**config.mk**
```make
export PLATFORM = sky130hd
export DESIGN_NAME = shapool_job_ctrl_flat
export DESIGN_NICKNAME = d
export VERILOG_FILES = /design/src/rtl/shapool_job_ctrl_pkg.sv /design/src/rtl/shapool_job_ctrl_if.sv /design/src/rtl/shapool_result_tx.sv /design/src/rtl/shapool_job_ctrl.sv /design/src/flat_wrapper.sv
export SDC_FILE = /design/constraint.sdc
export NUM_CORES = 1
export LEC_CHECK = 0
export CORE_ASPECT_RATIO = 0.8
export CORE_UTILIZATION = 35
export DETAILED_ROUTE_END_ITERATION = 16
export HOLD_SLACK_MARGIN = 0.12
export PLACE_DENSITY = 0.61
export SYNTH_ARGS = -nofsm -noshare
export SYNTH_HDL_FRONTEND = slang
export SYNTH_SLANG_ARGS = --single-unit
```
**constraint.sdc**
```tcl
create_clock -name clk -period 2.75 [get_ports clk]
set_input_delay 0.275 -clock clk [delete_from_list [all_inputs] [get_ports clk]]
set_output_delay 0.275 -clock clk [all_outputs]
set_load 0.01 [all_outputs]
```
**src/rtl/shapool_job_ctrl_pkg.sv**
```systemverilog
// Shared constants, status codes and state encoding for the shapool job controller.
// Latency: n/a (declarations only).
// Backpressure: n/a.
package shapool_pkg;

  // Job frame: 32 B midstate, 12 B message head, 2 B difficulty mask, 1 B nonce start MSB
  localparam int             JOB_LEN  = 47;
  localparam logic [5:0]     JOB_LAST = 6'(JOB_LEN - 1);
  localparam logic [5:0]     OFS_HEAD = 6'd32;
  localparam logic [5:0]     OFS_DIFF = 6'd44;
  localparam logic [5:0]     OFS_NSM  = 6'd46;

  // Result frame: status byte followed by the 32-bit candidate nonce, MSB first
  localparam int             RES_LEN  = 5;
  localparam logic [2:0]     RES_LAST = 3'(RES_LEN - 1);

  localparam logic [7:0]     STATUS_FOUND     = 8'h01;
  localparam logic [7:0]     STATUS_EXHAUSTED = 8'h02;

  // Nonce increments between a candidate's launch and its success evaluation
  localparam int             DEFAULT_NONCE_PIPE_OFFSET = 2;

  typedef enum logic [1:0] {
    ST_LOAD   = 2'd0,
    ST_RUN    = 2'd1,
    ST_REPORT = 2'd2
  } state_t;

endpackage

```
**src/rtl/shapool_job_ctrl_if.sv**
```systemverilog
// Host byte streams: job bytes in (rx), result bytes out (tx).
// Latency: n/a (wiring only).
// Backpressure: valid/ready on both streams; a byte moves when valid && ready at a clock edge.
interface shapool_job_ctrl_if;
  logic [7:0] rx_data;
  logic       rx_valid;
  logic       rx_ready;
  logic [7:0] tx_data;
  logic       tx_valid;
  logic       tx_ready;

  modport master (
    output rx_data, rx_valid, tx_ready,
    input  rx_ready, tx_data, tx_valid
  );

  modport slave (
    input  rx_data, rx_valid, tx_ready,
    output rx_ready, tx_data, tx_valid
  );
endinterface

```
**src/rtl/shapool_result_tx.sv**
```systemverilog
// Serializes a 5-byte result frame (status, then 32-bit word MSB first) onto a byte stream.
// Latency: first byte valid the edge after start; one byte per accepted handshake.
// Backpressure: tx_data/tx_valid held until tx_ready; flush drops any frame in flight.
module shapool_result_tx
  import shapool_pkg::*;
(
  input  logic        clk,
  input  logic        reset_n,
  input  logic        start,
  input  logic        flush,
  input  logic [7:0]  status,
  input  logic [31:0] word,
  output logic [7:0]  tx_data,
  output logic        tx_valid,
  input  logic        tx_ready,
  output logic        done
);

  logic [31:0] rest;
  logic [2:0]  sent;

  // Final byte of the frame is being accepted this cycle
  assign done = tx_valid && tx_ready && (sent == RES_LAST);

  // Frame load, byte advance on handshake, and flush
  always_ff @(posedge clk or negedge reset_n) begin
    if (!reset_n) begin
      tx_data  <= 8'h00;
      tx_valid <= 1'b0;
      rest     <= 32'h0;
      sent     <= 3'd0;
    end else if (flush) begin
      tx_valid <= 1'b0;
      sent     <= 3'd0;
    end else if (start) begin
      tx_valid <= 1'b1;
      tx_data  <= status;
      rest     <= word;
      sent     <= 3'd0;
    end else if (tx_valid && tx_ready) begin
      if (done) begin
        tx_valid <= 1'b0;
        sent     <= 3'd0;
      end else begin
        tx_data <= rest[31:24];
        rest    <= {rest[23:0], 8'h00};
        sent    <= sent + 3'd1;
      end
    end
  end

endmodule

```
**src/rtl/shapool_job_ctrl.sv**
```systemverilog
// Job controller: loads a 47-byte job, runs the pool until success, reports a 5-byte result.
// Latency: pool released on the edge accepting byte 46; result byte 0 valid the edge after success.
// Backpressure: rx_ready only in LOAD; result bytes held until tx_ready. Optional SHAPOOL_JOB_CTRL_EXHAUST_EN adds nonce-space exhaustion.
module shapool_job_ctrl
  import shapool_pkg::*;
#(
  parameter int  POOL_SIZE_LOG2    = 0,
  parameter int  NONCE_PIPE_OFFSET = DEFAULT_NONCE_PIPE_OFFSET,
  localparam int NONCE_WIDTH       = 32 - POOL_SIZE_LOG2
) (
  input  logic                   clk,
  input  logic                   reset_n,
  shapool_job_ctrl_if.slave      host,
  input  logic                   job_abort,
  output logic                   pool_reset_n,
  output logic [255:0]           pool_sha_state,
  output logic [95:0]            pool_message_head,
  output logic [15:0]            pool_difficulty_bm,
  output logic [7:0]             pool_nonce_start_MSB,
  input  logic                   pool_success,
  input  logic [NONCE_WIDTH-1:0] pool_nonce,
  output logic                   busy
);

  state_t                 state;
  logic [5:0]             idx;
  logic                   rx_fire;
  logic                   exhausted;
  logic                   report_start;
  logic                   tx_done;
  logic [NONCE_WIDTH-1:0] cand;
  logic [7:0]             rep_status;
  logic [31:0]            rep_word;

  assign host.rx_ready = (state == ST_LOAD);
  assign busy          = (state != ST_LOAD);
  assign rx_fire       = host.rx_valid && host.rx_ready;

`ifdef SHAPOOL_JOB_CTRL_EXHAUST_EN
  logic                   wrap_seen;
  logic [NONCE_WIDTH-1:0] nonce_start;

  // The pool starts counting from the job's MSB byte with all lower bits clear
  assign nonce_start = {pool_nonce_start_MSB, {(NONCE_WIDTH-8){1'b0}}};
  // Once the counter has wrapped, returning to the start (plus pipeline lag) means every nonce was tried
  assign exhausted   = wrap_seen &&
                       (pool_nonce == nonce_start + NONCE_WIDTH'(NONCE_PIPE_OFFSET));
  // Success on the same cycle wins over exhaustion
  assign cand        = pool_success ? (pool_nonce - NONCE_WIDTH'(NONCE_PIPE_OFFSET))
                                    : (nonce_start - NONCE_WIDTH'(1));
`else
  assign exhausted   = 1'b0;
  assign cand        = pool_nonce - NONCE_WIDTH'(NONCE_PIPE_OFFSET);
`endif

  assign report_start = (state == ST_RUN) && !job_abort && (pool_success || exhausted);
  assign rep_status   = pool_success ? STATUS_FOUND : STATUS_EXHAUSTED;
  assign rep_word     = 32'(cand);

  // Job load, pool run control and result handoff
  always_ff @(posedge clk or negedge reset_n) begin
    if (!reset_n) begin
      state                <= ST_LOAD;
      idx                  <= 6'd0;
      pool_sha_state       <= '0;
      pool_message_head    <= '0;
      pool_difficulty_bm   <= '0;
      pool_nonce_start_MSB <= '0;
      pool_reset_n         <= 1'b0;
`ifdef SHAPOOL_JOB_CTRL_EXHAUST_EN
      wrap_seen            <= 1'b0;
`endif
    end else begin
      case (state)
        ST_LOAD: begin
          if (job_abort) begin
            idx <= 6'd0;
          end else if (rx_fire) begin
            if (idx < OFS_HEAD)      pool_sha_state     <= {pool_sha_state[247:0], host.rx_data};
            else if (idx < OFS_DIFF) pool_message_head  <= {pool_message_head[87:0], host.rx_data};
            else if (idx < OFS_NSM)  pool_difficulty_bm <= {pool_difficulty_bm[7:0], host.rx_data};
            else                     pool_nonce_start_MSB <= host.rx_data;
            if (idx == JOB_LAST) begin
              idx          <= 6'd0;
              state        <= ST_RUN;
              pool_reset_n <= 1'b1;
`ifdef SHAPOOL_JOB_CTRL_EXHAUST_EN
              wrap_seen    <= 1'b0;
`endif
            end else begin
              idx <= idx + 6'd1;
            end
          end
        end
        ST_RUN: begin
          if (job_abort || report_start) begin
            state        <= job_abort ? ST_LOAD : ST_REPORT;
            pool_reset_n <= 1'b0;
          end
`ifdef SHAPOOL_JOB_CTRL_EXHAUST_EN
          else if (&pool_nonce) begin
            wrap_seen <= 1'b1;
          end
`endif
        end
        ST_REPORT: begin
          if (job_abort || tx_done) state <= ST_LOAD;
        end
        default: begin
          state        <= ST_LOAD;
          pool_reset_n <= 1'b0;
        end
      endcase
    end
  end

  shapool_result_tx u_result_tx (
    .clk      (clk),
    .reset_n  (reset_n),
    .start    (report_start),
    .flush    (job_abort),
    .status   (rep_status),
    .word     (rep_word),
    .tx_data  (host.tx_data),
    .tx_valid (host.tx_valid),
    .tx_ready (host.tx_ready),
    .done     (tx_done)
  );

endmodule

```
**src/flat_wrapper.sv**
```systemverilog
// flat-port wrapper written by rule: the top's interface ports become plain ports
module shapool_job_ctrl_flat import shapool_pkg::*;
#(
  parameter int  POOL_SIZE_LOG2    = 0,
  parameter int  NONCE_PIPE_OFFSET = DEFAULT_NONCE_PIPE_OFFSET,
  localparam int NONCE_WIDTH       = 32 - POOL_SIZE_LOG2
)
  (clk, reset_n, job_abort, pool_reset_n, pool_sha_state, pool_message_head, pool_difficulty_bm, pool_nonce_start_MSB, pool_success, pool_nonce, busy, host_rx_data, host_rx_valid, host_tx_ready, host_rx_ready, host_tx_data, host_tx_valid);
  shapool_job_ctrl_if host_i ();
  input  logic clk;
  input  logic reset_n;
  input  logic job_abort;
  output logic pool_reset_n;
  output logic [255:0] pool_sha_state;
  output logic [95:0] pool_message_head;
  output logic [15:0] pool_difficulty_bm;
  output logic [7:0] pool_nonce_start_MSB;
  input  logic pool_success;
  input  logic [NONCE_WIDTH-1:0] pool_nonce;
  output logic busy;
  input wire logic [$bits(host_i.rx_data)-1:0] host_rx_data;
  input wire logic [$bits(host_i.rx_valid)-1:0] host_rx_valid;
  input wire logic [$bits(host_i.tx_ready)-1:0] host_tx_ready;
  output wire logic [$bits(host_i.rx_ready)-1:0] host_rx_ready;
  output wire logic [$bits(host_i.tx_data)-1:0] host_tx_data;
  output wire logic [$bits(host_i.tx_valid)-1:0] host_tx_valid;
  assign host_i.rx_data = host_rx_data;
  assign host_i.rx_valid = host_rx_valid;
  assign host_i.tx_ready = host_tx_ready;
  assign host_rx_ready = host_i.rx_ready;
  assign host_tx_data = host_i.tx_data;
  assign host_tx_valid = host_i.tx_valid;
  shapool_job_ctrl #(.POOL_SIZE_LOG2(POOL_SIZE_LOG2), .NONCE_PIPE_OFFSET(NONCE_PIPE_OFFSET)) u_core (.clk(clk), .reset_n(reset_n), .host(host_i), .job_abort(job_abort), .pool_reset_n(pool_reset_n), .pool_sha_state(pool_sha_state), .pool_message_head(pool_message_head), .pool_difficulty_bm(pool_difficulty_bm), .pool_nonce_start_MSB(pool_nonce_start_MSB), .pool_success(pool_success), .pool_nonce(pool_nonce), .busy(busy));
endmodule
```
== Word level (Yosys, flattened, before mapping) ==
Index checks and enable logic that the tools add are counted.

* Bits in registers: 429
* Input port bits: 46
* Output and inout bits: 388
* Logic and storage cells: 85

* Add/sub/neg operators: 3
* $lt $le $gt $ge: 3
* Equal/unequal tests: 10
* Muxes and demuxes: 30
* Bitwise operators: 5
* Reductions and logical operators: 23

{| class="wikitable"
|+ Operators with widths
! operator !! count
|-
| $mux 32 || 3
|-
| $sub 32x2->32 const B || 1
|-
| $mux 8 || 3
|-
| $lt 6x6->1 const B || 3
|-
| $mux 6 || 3
|-
| $reduce_and 5->1 || 3
|-
| $mux 2 || 7
|-
| $mux 3 || 4
|-
| $reduce_and 6->1 || 2
|-
| $mux 1 || 8
|-
| $ne 2x2->1 const B || 4
|-
| $add 6x1->6 const B || 1
|-
| $eq 6x6->1 const B || 1
|-
| $pmux 2 s3 || 1
|-
| $reduce_bool 2->1 || 3
|-
| $reduce_bool 3->1 || 2
|-
| $logic_and 1x1->1 || 5
|-
| $not 1->1 || 5
|-
| $ne 2x1->1 const B || 2
|-
| $reduce_and 2->1 || 2
|-
| $reduce_and 4->1 || 1
|-
| $add 3x1->3 const B || 1
|-
| $eq 3x3->1 const B || 1
|-
| $pmux 1 s3 || 1
|-
| 6 further kinds || 7
|}

== Longest topological paths before layout ==
Gate-level depths: netlist (run 1).

* Word-level depth: 6
* Depth in mapped cells: 8
* Depth with buffers taken out: 6

== By module ==
A second synthesis (run 1) with hierarchy kept.

* Cell total of the unflattened synthesis: 1220
* Area, all modules: 17987.3 um2

{| class="wikitable"
|+ Modules (own cells, without submodules)
! module !! times used !! cells an instance !! area an instance (um2) !! sequential area each (um2)
|-
| shapool_job_ctrl || 1 || 943 || 15433.6 || 9634.2
|-
| shapool_result_tx || 1 || 277 || 2553.7 || 1101.1
|}

== Least setup slack after synthesis (run 1) ==
OpenSTA, ideal clock, no wires.

* Path kind: register -> register
* From: register u_core.state[0]
* To: register u_core.pool_sha_state[100]
* Library setup time: 0.125 ns
* Data arrival time: 1.904 ns
* Required time: 2.625 ns
* Slack: 0.722 ns
* Stages on the path, launching flop included: 7
* Buffers on the path: 3
* Clock period less this slack: 2.028 ns
* Path through: dfrtp_1 > nor4b_4 > nor2b_1 > clkbuf_1 > clkbuf_1 > buf_2 > mux2_2

* Cells in the longest elaborated chain, start to end: 3

{| class="wikitable"
|+ Ends and longest elaborated chain
! what !! line !! RTL
|-
| start: declaration || shapool_job_ctrl.sv:25 || <nowiki>state_t state;</nowiki>
|-
| start signal: assignment || shapool_job_ctrl.sv:97 || <nowiki>state <= job_abort ? ST_LOAD : ST_REPORT;</nowiki>
|-
| $logic_not 2->1 * || shapool_job_ctrl.sv:35, shapool_job_ctrl.sv:74 ||
|-
| $logic_and 1x1->1 || shapool_job_ctrl.sv:37 || <nowiki>assign rx_fire = host.rx_valid && host.rx_ready;</nowiki>
|-
| $reduce_and 4->1 (no line) * || -- ||
|-
| end signal: assignment || shapool_job_ctrl.sv:79 || <nowiki>if (idx < OFS_HEAD) pool_sha_state <= {pool_sha_state[247:0], host.rx_data};</nowiki>
|-
| end: declaration || shapool_job_ctrl.sv:16 || <nowiki>output logic [255:0] pool_sha_state,</nowiki>
|}

Every way passes the cells marked *; elsewhere a longest branch is shown, timed or not.
A chain may end at the register's enable or synchronous reset.

== Final worst setup path (run 1) ==
* From: register u_core.state[1]
* To: register u_core.pool_sha_state[77]

Same word-level chain as after synthesis.

==> metrics.txt, run 1 <==
# TYPE chip_impl_metric gauge
chip_impl_metric{name="drt-vias-per-instance",unit=""} 4.90
chip_impl_metric{name="ant_nets",unit=""} 0
chip_impl_metric{name="drc",unit=""} 0
chip_impl_metric{name="synth.yosys.seq_area_share",unit="%"} 63.4
chip_impl_metric{name="irDropWorstVdd",unit="mV"} 0.540
chip_impl_info{name="critPathLaunchType",value="flop"} 1
chip_impl_metric{name="buffer_ports.inserted",unit=""} 433
chip_impl_metric{name="hold_buffers",unit=""} 1
chip_impl_metric{name="replace_congestion",unit=""} 0.809
chip_impl_metric{name="initial_core_util",unit="%"} 35.7
chip_impl_metric{name="adder_cell_fraction_of_synth_area",unit="%"} 0.370
chip_impl_metric{name="post_dp_cell_area",unit="um^2"} 22400
chip_impl_info{name="yosys-top-cells-area",value="sky130_fd_sc_hd__dfrtp_1, sky130_fd_sc_hd__mux2_2, sky130_fd_sc_hd__a211oi_1, sky130_fd_sc_hd__buf_2, sky130_fd_sc_hd__nand2_1"} 1
chip_impl_metric{name="max_freq",unit="MHz"} 453
chip_impl_metric{name="synth.cell_area",unit="um^2"} 16900
chip_impl_metric{name="insertion_delay",unit="ps"} 570
chip_impl_info{name="netlist_top_cells_count",value="sky130_fd_sc_hd__dfrtp_1, sky130_fd_sc_hd__mux2_2, sky130_fd_sc_hd__nand2_1"} 1
chip_impl_metric{name="final_net_count",unit=""} 1645
chip_impl_metric{name="hold-worst-slack",unit="ps"} 264
chip_impl_metric{name="pwr-share-comb",unit="%"} 20.5
chip_impl_metric{name="max-clock-path-buffers",unit=""} 3
chip_impl_metric{name="final_max_tran_viols",unit=""} 0
chip_impl_metric{name="simple_gate_portion_of_the_synthesized_area",unit="%"} 4.71
chip_impl_metric{name="postSynthRegisterBits",unit=""} 429
chip_impl_metric{name="via_count_of_the_routed_design",unit=""} 11000
chip_impl_metric{name="layout-drive-gt1-share",unit="%"} 31.3
chip_impl_metric{name="internal_power",unit="uW"} 13000
chip_impl_metric{name="design_area",unit="um^2"} 23900
chip_impl_metric{name="area.growth.synth_to_final",unit="%"} 41.1
chip_impl_metric{name="ys_async_sr_fraction",unit="%"} 100
chip_impl_metric{name="cts_setup_buffers",unit=""} 0
chip_impl_metric{name="fin_setup_tns",unit="ps"} 0
chip_impl_metric{name="count_of_mapped_cells_out_of_synthesis",unit=""} 1129
chip_impl_metric{name="drt_wirelength",unit="um"} 43600
chip_impl_metric{name="antenna_cells",unit=""} 0
chip_impl_metric{name="post_drt_wl_per_cell",unit="um"} 19.4
chip_impl_metric{name="detail_route.iter0.violations",unit=""} 506
chip_impl_metric{name="synthXorXnorAreaFrac",unit="%"} 0.569
chip_impl_metric{name="register_clock_pin_slew_on_the_reported_worst_setup_and_hold_paths",unit="ps"} 60
chip_impl_metric{name="timing_hold_violations_final",unit=""} 0
chip_impl_info{name="synth.largest_area_cell",value="sky130_fd_sc_hd__dfrtp_1"} 1
chip_impl_metric{name="power.share.clock",unit="%"} 34.8
chip_impl_metric{name="first_pass_grt_wire_length",unit="um"} 67600
chip_impl_metric{name="sw_share",unit="%"} 26.3
chip_impl_metric{name="synth_fp_nets",unit=""} 1180
chip_impl_metric{name="setup-violations-final",unit=""} 0
chip_impl_info{name="cts_tree",value="done"} 1
chip_impl_info{name="synth_most_common_cell",value="sky130_fd_sc_hd__dfrtp_1"} 1
chip_impl_metric{name="crit_path_required_time",unit="ps"} 3200
chip_impl_metric{name="power.leakage",unit="uW"} 0.0109
chip_impl_metric{name="ys.warnings.count",unit=""} 0
chip_impl_metric{name="die_area",unit="um^2"} 49200
chip_impl_metric{name="timing.critical_path.arrival",unit="ps"} 2660
chip_impl_metric{name="postCtsResizedCells",unit=""} 0
chip_impl_info{name="hold_path_class",value="input pin to async pin"} 1
chip_impl_info{name="dominantRegCellSynth",value="sky130_fd_sc_hd__dfrtp_1"} 1
chip_impl_metric{name="global_route_usage_over_all_layers",unit="%"} 17.5
chip_impl_metric{name="cts_made_buffers",unit=""} 46
chip_impl_info{name="grt_setup_unrepaired",value="false"} 1
chip_impl_metric{name="die-width",unit="um"} 248
chip_impl_metric{name="synth_compound_area_share",unit="%"} 3.71
chip_impl_metric{name="antenna_found_initial",unit=""} 0
chip_impl_metric{name="first_global_vias",unit=""} 11500
chip_impl_info{name="end_kind",value="flop"} 1
chip_impl_metric{name="synth_top_area_share",unit="%"} 63.4
chip_impl_metric{name="cts-htree-levels",unit=""} 2
chip_impl_info{name="criticalPathCategory",value="flop to flop"} 1
chip_impl_metric{name="synth-edff-count",unit=""} 0
chip_impl_metric{name="grt_start_max_net_pins",unit=""} 72
chip_impl_metric{name="yosys-mux-area-fraction",unit="%"} 25.4
chip_impl_metric{name="drt_pass1_iterations",unit=""} 5
chip_impl_metric{name="dp_hpwl",unit="um"} 31200
chip_impl_metric{name="dpl_worst_slack",unit="ps"} 267
chip_impl_metric{name="worstMarginPinSlew",unit="ps"} 851
chip_impl_metric{name="core",unit="um^2"} 47300
chip_impl_info{name="synth_top_family_by_area",value="multiplexers"} 1
chip_impl_metric{name="largest_driver_fanout_on_the_critical_path",unit=""} 43
chip_impl_metric{name="maxCapViolations",unit=""} 0
chip_impl_metric{name="pin_count",unit=""} 434
chip_impl_metric{name="finalCritPeriodShare",unit="%"} 80.3
chip_impl_info{name="clock-root-buffer",value="sky130_fd_sc_hd__clkbuf_16"} 1
chip_impl_metric{name="die_height",unit="um"} 199
chip_impl_metric{name="filler_cell_count",unit=""} 4071
chip_impl_metric{name="clock_skew",unit="ps"} 31.1
chip_impl_metric{name="avgSynthCellArea",unit="um^2"} 15.0
chip_impl_metric{name="sequential_share_of_power",unit="%"} 44.6
chip_impl_metric{name="layout_min_cycle_time",unit="ps"} 2210
chip_impl_metric{name="worst_slew_margin_rel",unit="%"} 42.8
chip_impl_metric{name="cts.sinks",unit=""} 429
chip_impl_metric{name="powerDensity",unit="nW/um^2"} 739
chip_impl_metric{name="p_sw",unit="uW"} 4650
chip_impl_metric{name="synth.distinct_cells",unit=""} 46
chip_impl_info{name="run_status",value="finished clean"} 1
chip_impl_metric{name="timing.final.ws_setup",unit="ps"} 543
chip_impl_metric{name="core.rowCount",unit=""} 71
chip_impl_metric{name="global_route.overflow_total",unit=""} 0
-- cells by family after synthesis --
kind of cell             Yosys count
XOR/XNOR                          11
buffers and inverters             69
AND/OR/NAND/NOR                  140
AO/OA/AOI/OAI                     92
multiplexers                     383
adder cells (fa/ha/maj)            5
flip-flops                       429
-- registers in the layout, indices dropped and copies added (netlist names) --
register,count
u_core.pool_nonce_start_MSB,8
u_core.u_result_tx.tx_data,8
u_core.pool_difficulty_bm,16
u_core.pool_reset_n,1
u_core.u_result_tx.tx_valid,1
u_core.state,2
u_core.idx,6
u_core.pool_sha_state,256
u_core.u_result_tx.sent,3
u_core.u_result_tx.rest,32
u_core.pool_message_head,96
-- worst max-delay path: stages, from the launching register on --
cell	delay (ps)
sky130_fd_sc_hd__dfrtp_1	490
sky130_fd_sc_hd__nor4b_4	450
sky130_fd_sc_hd__nor2b_4	240
sky130_fd_sc_hd__buf_12	230
sky130_fd_sc_hd__buf_12	270
sky130_fd_sc_hd__mux2_2	360
-- stage by stage --
step	std cells	util, %	power (uW)
after floorplan	1129	-	9130
after global placement	2165	47.2	11600
after detailed placement	2165	47.2	11700
after CTS	2249	50.4	18000
after global routing	2249	50.4	18500
final	2249	50.4	17700
-- power by group through the flow --
stage          sequential [uW]  combinational (uW)  clock, uW
2_1_floorplan             8200                 924          0
3_3_place_gp              7970                3640          0
3_5_place_dp              8000                3670          0
4_1_cts                   7890                3690       6370
5_1_grt                   8020                3860       6590
6_report                  7880                3630       6150
-- layer usage --
| layer | vias up | track usage, % | routed length [um] |
|---|---|---|---|
| met5 | - | 0 | 0 |
| met4 | 0 | 5.57 | 1040 |
| met3 | 73 | 5.73 | 3620 |
| met2 | 303 | 27.8 | 20800 |
| met1 | 5617 | 22.6 | 18100 |
| li1 | 5033 | - | - |
-- final cells by class --
type,count,area (um^2),area share (%)
timing repair buffer,478,4920,20.6
clock buffer,64,1320,5.52
inverter,8,30.0,0.126
clock inverter,19,195,0.817
multi-input combinational,631,5910,24.7
tap,620,776,3.25
sequential,429,10700,44.9
-- cell usage in the layout (no fill, tap or decap), types with 10 or more instances in the layout --
| master | netlist | layout |
|---|---|---|
| sky130_fd_sc_hd__clkbuf_8 | 0 | 10 |
| sky130_fd_sc_hd__buf_12 | 0 | 19 |
| sky130_fd_sc_hd__o31ai_1 | 11 | 11 |
| sky130_fd_sc_hd__nor2_1 | 16 | 16 |
| sky130_fd_sc_hd__a31oi_1 | 14 | 14 |
| sky130_fd_sc_hd__clkinv_2 | 0 | 11 |
| sky130_fd_sc_hd__dfrtp_1 | 429 | 429 |
| sky130_fd_sc_hd__or4_1 | 11 | 11 |
| sky130_fd_sc_hd__a211oi_1 | 26 | 26 |
| sky130_fd_sc_hd__mux2_2 | 376 | 376 |
| sky130_fd_sc_hd__clkbuf_16 | 0 | 46 |
| sky130_fd_sc_hd__nand2_1 | 41 | 41 |
| sky130_fd_sc_hd__buf_4 | 0 | 25 |
| sky130_fd_sc_hd__and3_1 | 18 | 18 |
| sky130_fd_sc_hd__clkdlybuf4s50_1 | 0 | 432 |
| sky130_fd_sc_hd__a21oi_1 | 15 | 15 |
-- worst paths after layout --
kind	slack, ps	to	startpoint	cells after the start
min in group clk	380	u_core.u_result_tx.rest[30]$_DFFE_PN0P_	pool_nonce[30]	3
hold reg to reg	480	u_core.pool_reset_n$_DFFE_PN0P_	u_core.pool_reset_n$_DFFE_PN0P_	2
setup reg to reg	540	u_core.pool_sha_state[77]$_DFFE_PN0P_	u_core.state[1]$_DFFE_PN0P_	5
hold / removal	260	u_core.pool_sha_state[163]$_DFFE_PN0P_	reset_n	2
setup / recovery	540	u_core.pool_sha_state[77]$_DFFE_PN0P_	u_core.state[1]$_DFFE_PN0P_	5
max in group asynchronous	1510	u_core.pool_message_head[19]$_DFFE_PN0P_	reset_n	4
No activity file was read; power rests on OpenSTA's default activity.
==> inputs of run 2 (changes only) <==
==> constraint.sdc (replaced) <==
create_clock -name clk -period 2.23 [get_ports clk]
set_input_delay 0.223 -clock clk [delete_from_list [all_inputs] [get_ports clk]]
set_output_delay 0.223 -clock clk [all_outputs]
set_load 0.01 [all_outputs]
==> run 2 against run 1 <==
  * Global-route usage shrank 0.077 points
  * Critical endpoint is now host_rx_ready
  * Clock-buffer cell count grew 1
  * Sequential power grew 23%
  * Combinational power grew 24%
  * Die area is the same
==> metrics.txt, run 2 (synthesis gave the netlist of run 1 again) <==
# TYPE chip_impl_metric gauge
chip_impl_metric{name="core.rowCount",unit=""} 71
chip_impl_metric{name="finalCritPeriodShare",unit="%"} 92.4
chip_impl_metric{name="crit_path_required_time",unit="ps"} 2010
chip_impl_metric{name="cts_setup_buffers",unit=""} 0
chip_impl_info{name="worstSetupStartpoint",value="u_core.state[0]$_DFFE_PN0P_"} 1
chip_impl_metric{name="r2r_cells",unit=""} 5
chip_impl_metric{name="timing_hold_violations_final",unit=""} 0
chip_impl_metric{name="drc",unit=""} 0
chip_impl_metric{name="global_route.overflow_total",unit=""} 0
chip_impl_metric{name="antenna_cells",unit=""} 0
chip_impl_metric{name="final_max_tran_viols",unit=""} 0
chip_impl_metric{name="worst_slew_margin_rel",unit="%"} 46.4
chip_impl_info{name="hold_path_class",value="input pin to async pin"} 1
chip_impl_metric{name="timing.critical_path.arrival",unit="ps"} 1840
chip_impl_metric{name="area.growth.synth_to_final",unit="%"} 42.9
chip_impl_info{name="rr_endpoint",value="u_core.pool_sha_state[248]$_DFFE_PN0P_"} 1
chip_impl_metric{name="global_route_usage_over_all_layers",unit="%"} 17.5
chip_impl_metric{name="replace_congestion",unit=""} 0.836
chip_impl_metric{name="layout-drive-gt1-share",unit="%"} 32.8
chip_impl_metric{name="layout_min_cycle_time",unit="ps"} 2060
chip_impl_metric{name="antenna_found_initial",unit=""} 0
chip_impl_metric{name="core",unit="um^2"} 47300
chip_impl_info{name="end_kind",value="output port"} 1
chip_impl_metric{name="insertion_delay",unit="ps"} 560
chip_impl_metric{name="hold-worst-slack",unit="ps"} 156
chip_impl_metric{name="largest_reg_flops",unit=""} 256
chip_impl_info{name="criticalPathCategory",value="flop to output port"} 1
chip_impl_info{name="worstReg2RegStart",value="u_core.state[0]$_DFFE_PN0P_"} 1
chip_impl_metric{name="dp_hpwl",unit="um"} 31500
chip_impl_metric{name="drt-vias-per-instance",unit=""} 4.88
chip_impl_info{name="clock-root-buffer",value="sky130_fd_sc_hd__clkbuf_16"} 1
chip_impl_metric{name="drt_pass1_iterations",unit=""} 4
chip_impl_metric{name="rrSetupSlack",unit="ps"} 180
chip_impl_metric{name="filler_cell_count",unit=""} 4084
chip_impl_info{name="mostFrequentLayoutCells",value="sky130_fd_sc_hd__clkdlybuf4s50_1, sky130_fd_sc_hd__dfrtp_1, sky130_fd_sc_hd__mux2_2"} 1
chip_impl_metric{name="final_net_count",unit=""} 1683
chip_impl_metric{name="cts-htree-levels",unit=""} 2
chip_impl_metric{name="first_global_vias",unit=""} 11500
chip_impl_info{name="run_status",value="finished clean"} 1
chip_impl_metric{name="setup-violations-final",unit=""} 0
chip_impl_metric{name="irDropWorstVdd",unit="mV"} 0.671
chip_impl_metric{name="worstMarginPinSlew",unit="ps"} 797
chip_impl_metric{name="die_area",unit="um^2"} 49200
chip_impl_metric{name="grt_start_max_net_pins",unit=""} 81
chip_impl_info{name="largest_regs",value="u_core.pool_sha_state: 256 flops, u_core.pool_message_head: 96 flops, u_core.u_result_tx.rest: 32 flops"} 1
chip_impl_metric{name="clock_skew",unit="ps"} 18.6
chip_impl_metric{name="largest_driver_fanout_on_the_critical_path",unit=""} 6
chip_impl_metric{name="cts_made_buffers",unit=""} 46
chip_impl_metric{name="first_pass_grt_wire_length",unit="um"} 67300
chip_impl_metric{name="powerDensity",unit="nW/um^2"} 902
chip_impl_metric{name="pin_count",unit=""} 434
chip_impl_info{name="largest-register",value="u_core.pool_sha_state"} 1
chip_impl_metric{name="via_count_of_the_routed_design",unit=""} 11200
chip_impl_info{name="critPathLaunchType",value="flop"} 1
chip_impl_info{name="grt_setup_unrepaired",value="false"} 1
chip_impl_metric{name="max_freq",unit="MHz"} 486
chip_impl_metric{name="max-clock-path-buffers",unit=""} 3
chip_impl_metric{name="cts.sinks",unit=""} 429
chip_impl_metric{name="power.leakage",unit="uW"} 0.0111
chip_impl_metric{name="post_drt_wl_per_cell",unit="um"} 18.9
chip_impl_info{name="cts_tree",value="done"} 1
chip_impl_info{name="commonest_non_fill_non_tap_cell_in_the_layout",value="sky130_fd_sc_hd__clkdlybuf4s50_1"} 1
chip_impl_metric{name="ant_nets",unit=""} 0
chip_impl_metric{name="maxCapViolations",unit=""} 0
chip_impl_metric{name="die_height",unit="um"} 199
chip_impl_metric{name="buffer_ports.inserted",unit=""} 433
chip_impl_metric{name="die-width",unit="um"} 248
chip_impl_metric{name="post-route-util",unit="%"} 51.1
chip_impl_metric{name="initial_core_util",unit="%"} 35.7
chip_impl_metric{name="detail_route.iter0.violations",unit=""} 323
chip_impl_metric{name="drt_wirelength",unit="um"} 43200
chip_impl_info{name="endpoint",value="host_rx_ready"} 1
chip_impl_metric{name="register_clock_pin_slew_on_the_reported_worst_setup_and_hold_paths",unit="ps"} 60
run 2: changes by cell type in the layout (fill, tap and decap cells not counted), sizes merged:
cell / change
buf: +38
clkbuf: +1
clkinv: -7
inv: +2
clkinvlp: +1
run 2: worst min-delay path by stage:
stage | start | end | slack, ps | cells past startpoint
floorplan | reset_n | u_core.idx[0]$_DFFE_PN0P_ | -70 | 0
global placement | reset_n | u_core.pool_sha_state[173]$_DFFE_PN0P_ | 160 | 1
detailed placement | reset_n | u_core.pool_sha_state[173]$_DFFE_PN0P_ | 170 | 1
CTS | reset_n | u_core.pool_sha_state[173]$_DFFE_PN0P_ | 140 | 2
global route | reset_n | u_core.pool_sha_state[173]$_DFFE_PN0P_ | 170 | 2
finish | reset_n | u_core.pool_sha_state[173]$_DFFE_PN0P_ | 160 | 2
run 2: area by class of cell:
class / count / area, um^2 / share of cell area (%)
sequential: 429 / 10700 / 44.4
multi-input combinational: 631 / 5910 / 24.5
timing repair buffer: 516 / 5220 / 21.6
clock buffer: 65 / 1330 / 5.51
tap: 620 / 776 / 3.21
clock inverter: 15 / 181 / 0.750
inverter: 8 / 30.0 / 0.124
run 2: critical path: stages (launching register included):
cell and delay, ps:
sky130_fd_sc_hd__dfrtp_1 400, sky130_fd_sc_hd__buf_4 170, sky130_fd_sc_hd__nor2_2 160, sky130_fd_sc_hd__clkdlybuf4s50_1 560
run 2: metal layers:
metal | routed length (um) | GRT usage, %
met5 | 0 | 0
met2 | 20300 | 27.7
met1 | 18800 | 22.9
met4 | 863 | 4.98
met3 | 3240 | 5.49
run 2: per-stage QoR:
stage | setup TNS (ps) | cells | total power [uW] | cell area (um^2) | setup WS [ps]
after floorplan | 0 | 1129 | 11300 | 16900 | 202
after global placement | -8300 | 2203 | 14400 | 22700 | -149
after detailed placement | -9280 | 2203 | 14400 | 22700 | -184
after CTS | 0 | 2284 | 22200 | 24200 | 38.1
after global routing | 0 | 2284 | 22800 | 24200 | 68.9
final | 0 | 2284 | 21800 | 24200 | 171
run 2: power by group:
part / total (uW) / internal [uW] / switching (uW)
registers: 9720 / 8850 / 874
logic: 4510 / 2750 / 1760
clock network: 7590 / 4510 / 3070
run 2: repair_timing:
item                                   in CTS  in global routing
endpoints found under the hold margin     383                  0
setup endpoints to repair                   0                  1
hold buffers                                1                  0
gates resized for setup                     0                  1
==> inputs of run 3 (changes only) <==
--- a/config.mk
+++ b/config.mk
@@ -9,6 +9,7 @@
 export CORE_UTILIZATION = 35
 export DETAILED_ROUTE_END_ITERATION = 16
 export HOLD_SLACK_MARGIN = 0.12
+export MAX_ROUTING_LAYER = met4
 export PLACE_DENSITY = 0.61
 export SYNTH_ARGS = -nofsm -noshare
 export SYNTH_HDL_FRONTEND = slang
==> constraint.sdc (replaced) <==
create_clock -name clk -period 1.9 [get_ports clk]
set_input_delay 0.19 -clock clk [delete_from_list [all_inputs] [get_ports clk]]
set_output_delay 0.19 -clock clk [all_outputs]
set_load 0.01 [all_outputs]
==> run 3 against run 2 <==
  * The run now ends with setup timing left
  * Design area up 2.5%
  * Combinational power up 18%
  * Die area is the same
  * Critical path type is now flop to flop
  * Largest cell class unchanged
==> metrics.txt, run 3 (synthesis gave the netlist of run 1 again) <==
# TYPE chip_impl_metric gauge
chip_impl_metric{name="via_count_of_the_routed_design",unit=""} 11400
chip_impl_metric{name="layout_min_cycle_time",unit="ps"} 1950
chip_impl_metric{name="initial_core_util",unit="%"} 35.7
chip_impl_metric{name="powerDensity",unit="nW/um^2"} 1050
chip_impl_metric{name="stdcell_count",unit=""} 2334
chip_impl_metric{name="core",unit="um^2"} 47300
chip_impl_metric{name="place.detailed.instances",unit=""} 2238
chip_impl_info{name="criticalPathCategory",value="flop to flop"} 1
chip_impl_metric{name="grt_start_max_net_pins",unit=""} 97
chip_impl_info{name="commonest_non_fill_non_tap_cell_in_the_layout",value="sky130_fd_sc_hd__clkdlybuf4s50_1"} 1
chip_impl_metric{name="clock_skew",unit="ps"} 13.4
chip_impl_metric{name="drc",unit=""} 0
chip_impl_metric{name="area.sequential",unit="um^2"} 10700
chip_impl_metric{name="dp_hpwl",unit="um"} 32600
chip_impl_metric{name="setup-violations-final",unit=""} 127
chip_impl_metric{name="buffer_ports.inserted",unit=""} 433
chip_impl_info{name="run_status",value="finished with violations"} 1
chip_impl_info{name="critical-path-top-cell-by-count",value="sky130_fd_sc_hd__buf_4"} 1
chip_impl_metric{name="timing_hold_violations_final",unit=""} 0
chip_impl_metric{name="drt_pass1_iterations",unit=""} 4
chip_impl_info{name="largest-register",value="u_core.pool_sha_state"} 1
chip_impl_metric{name="maxCapViolations",unit=""} 0
chip_impl_metric{name="max_freq",unit="MHz"} 514
chip_impl_info{name="timing.critical_path.max_delay_family",value="buffers and inverters"} 1
chip_impl_info{name="end_kind",value="flop"} 1
chip_impl_metric{name="detail_route.iter0.violations",unit=""} 372
chip_impl_metric{name="worst_slew_margin_rel",unit="%"} 49.4
chip_impl_metric{name="final_max_tran_viols",unit=""} 0
chip_impl_metric{name="area.growth.synth_to_final",unit="%"} 46.5
chip_impl_metric{name="critical-path-max-stage-delay",unit="ps"} 420
chip_impl_metric{name="global_route.overflow_total",unit=""} 0
chip_impl_metric{name="post_drt_wl_per_cell",unit="um"} 19.5
chip_impl_metric{name="pin_count",unit=""} 434
chip_impl_metric{name="timing.final.ws_setup",unit="ps"} -45.3
chip_impl_metric{name="die_area",unit="um^2"} 49200
chip_impl_metric{name="largest_driver_fanout_on_the_critical_path",unit=""} 24
chip_impl_info{name="clock-root-buffer",value="sky130_fd_sc_hd__clkbuf_16"} 1
chip_impl_metric{name="first_pass_grt_wire_length",unit="um"} 69200
chip_impl_metric{name="layout-drive-gt1-share",unit="%"} 35.0
chip_impl_metric{name="grt_use_met3",unit="%"} 4.41
chip_impl_info{name="critPathLaunchType",value="flop"} 1
chip_impl_metric{name="drt_wirelength",unit="um"} 45600
chip_impl_info{name="cpMaxStageDelayCell",value="sky130_fd_sc_hd__dfrtp_2"} 1
chip_impl_info{name="grt_busiest_layer",value="met2"} 1
chip_impl_metric{name="hold-worst-slack",unit="ps"} 254
chip_impl_metric{name="cts.sinks",unit=""} 429
chip_impl_metric{name="replace_congestion",unit=""} 0.822
chip_impl_metric{name="filler_cell_count",unit=""} 3996
chip_impl_metric{name="antenna_found_initial",unit=""} 3
chip_impl_metric{name="final_net_count",unit=""} 1727
chip_impl_metric{name="finalCritPeriodShare",unit="%"} 102
chip_impl_info{name="worstPathCellList",value="nor4b_4, buf_4, buf_4, nand4b_1, buf_8, clkbuf_16, mux2_2"} 1
chip_impl_metric{name="first_global_vias",unit=""} 11700
chip_impl_info{name="cts_tree",value="done"} 1
chip_impl_metric{name="grt_use_met2",unit="%"} 29.2
chip_impl_metric{name="register_clock_pin_slew_on_the_reported_worst_setup_and_hold_paths",unit="ps"} 60
chip_impl_metric{name="die-width",unit="um"} 248
chip_impl_info{name="violated_checks",value="setup timing"} 1
chip_impl_metric{name="power.leakage",unit="uW"} 0.0115
chip_impl_metric{name="global_route_usage_over_all_layers",unit="%"} 18.7
chip_impl_metric{name="max-clock-path-buffers",unit=""} 3
chip_impl_metric{name="core.rowCount",unit=""} 71
chip_impl_metric{name="largest_reg_flops",unit=""} 256
chip_impl_info{name="largest_regs",value="u_core.pool_sha_state: 256 flops, u_core.pool_message_head: 96 flops, u_core.u_result_tx.rest: 32 flops"} 1
chip_impl_metric{name="post-route-util",unit="%"} 52.4
chip_impl_info{name="hold_path_class",value="input pin to flop"} 1
chip_impl_metric{name="crit_path_required_time",unit="ps"} 2330
chip_impl_metric{name="cts-htree-levels",unit=""} 2
chip_impl_metric{name="irDropWorstVdd",unit="mV"} 0.800
chip_impl_metric{name="cts_made_buffers",unit=""} 46
chip_impl_metric{name="drt-vias-per-instance",unit=""} 4.86
chip_impl_metric{name="die_height",unit="um"} 199
chip_impl_metric{name="insertion_delay",unit="ps"} 560
chip_impl_metric{name="overall_power_of_the_completed_layout",unit="uW"} 26000
chip_impl_metric{name="multi_input_comb_area",unit="um^2"} 5950
chip_impl_metric{name="worstMarginPinSlew",unit="ps"} 753
chip_impl_metric{name="worst-path-buf-inv",unit=""} 4
chip_impl_info{name="grt_setup_unrepaired",value="true"} 1
chip_impl_metric{name="grt_use_met1",unit="%"} 24.2
chip_impl_metric{name="timing.critical_path.arrival",unit="ps"} 2380
chip_impl_info{name="mostFrequentLayoutCells",value="sky130_fd_sc_hd__clkdlybuf4s50_1, sky130_fd_sc_hd__dfrtp_1, sky130_fd_sc_hd__mux2_2"} 1
chip_impl_metric{name="ant_nets",unit=""} 0
==> run 3: changes by cell type in the layout (fill, tap and decap cells not counted), sizes merged <==
cell           before  now
buf                83  122
clkbuf             65   77
clkdlybuf4s50     432  430
clkinv              8    6
clkinvlp            2    1
diode               0    1
dlygate4sd2         0    2
inv                10   11
==> run 3: worst reg2reg max path: cells and delay by family (launching register included) <==
kind	cells	cell delay (ps)
flip-flops	1	420
multiplexers	1	290
AND/OR/NAND/NOR	2	410
buffers and inverters	4	690
==> run 3: metrics by stage <==
step	instance area [um^2]	setup WS [ps]	setup TNS, ps
3_3_place_gp	22900	-449	-113560
5_1_grt	24800	-98.3	-17860
4_1_cts	24600	-54.6	-4210
3_5_place_dp	22900	-492	-115830
2_1_floorplan	17000	-27.7	-277
6_report	24800	-45.3	-2450
==> run 3: metal layers <==
metal,vias up,wire [um]
met3,72,2720
met4,0,1170
met5,-,0
li1,5246,-
met2,281,21800
met1,5753,19900
==> run 3: layout make-up <==
type / instances / share of cell area (%)
flip-flops and latches: 429 / 43.3
multi-input cells: 631 / 24.0
repair buffers: 560 / 23.0
clock buffers: 72 / 5.77
well taps: 620 / 3.13
clock inverters: 13 / 0.631
inverters: 8 / 0.121
diodes: 1 / 0.0101
==> run 3: timing repair <==
item                       4_1_cts  5_1_grt
hold buffers                     2        0
gates resized for setup          9        9
buffers inserted                 1        0
gates cloned                     1        6
hold endpoints to repair       429        0
setup endpoints to repair      256      360
==> run 3: path summary, 6_finish.rpt <==
kind | startpoint | to | slack, ps | cells after the start
max | u_core.state[1]$_DFFE_PN0P_ | u_core.pool_message_head[43]$_DFFE_PN0P_ | -50 | 7
min | pool_nonce[31] | u_core.u_result_tx.rest[31]$_DFFE_PN0P_ | 250 | 3
max reg2reg | u_core.state[1]$_DFFE_PN0P_ | u_core.pool_message_head[43]$_DFFE_PN0P_ | -50 | 7
min reg2reg | u_core.pool_reset_n$_DFFE_PN0P_ | u_core.pool_reset_n$_DFFE_PN0P_ | 480 | 2
max in group asynchronous | reset_n | u_core.pool_sha_state[71]$_DFFE_PN0P_ | 1070 | 3
min in group asynchronous | reset_n | u_core.pool_sha_state[157]$_DFFE_PN0P_ | 280 | 3
==> run 3: report_power, final <==
| part | internal, uW | total (uW) | switching, uW |
|---|---|---|---|
| Combinational | 3290 | 5340 | 2050 |
| Sequential | 10400 | 11400 | 1030 |
| Clock | 5590 | 9270 | 3690 |
| Total | 19300 | 26000 | 6770 |
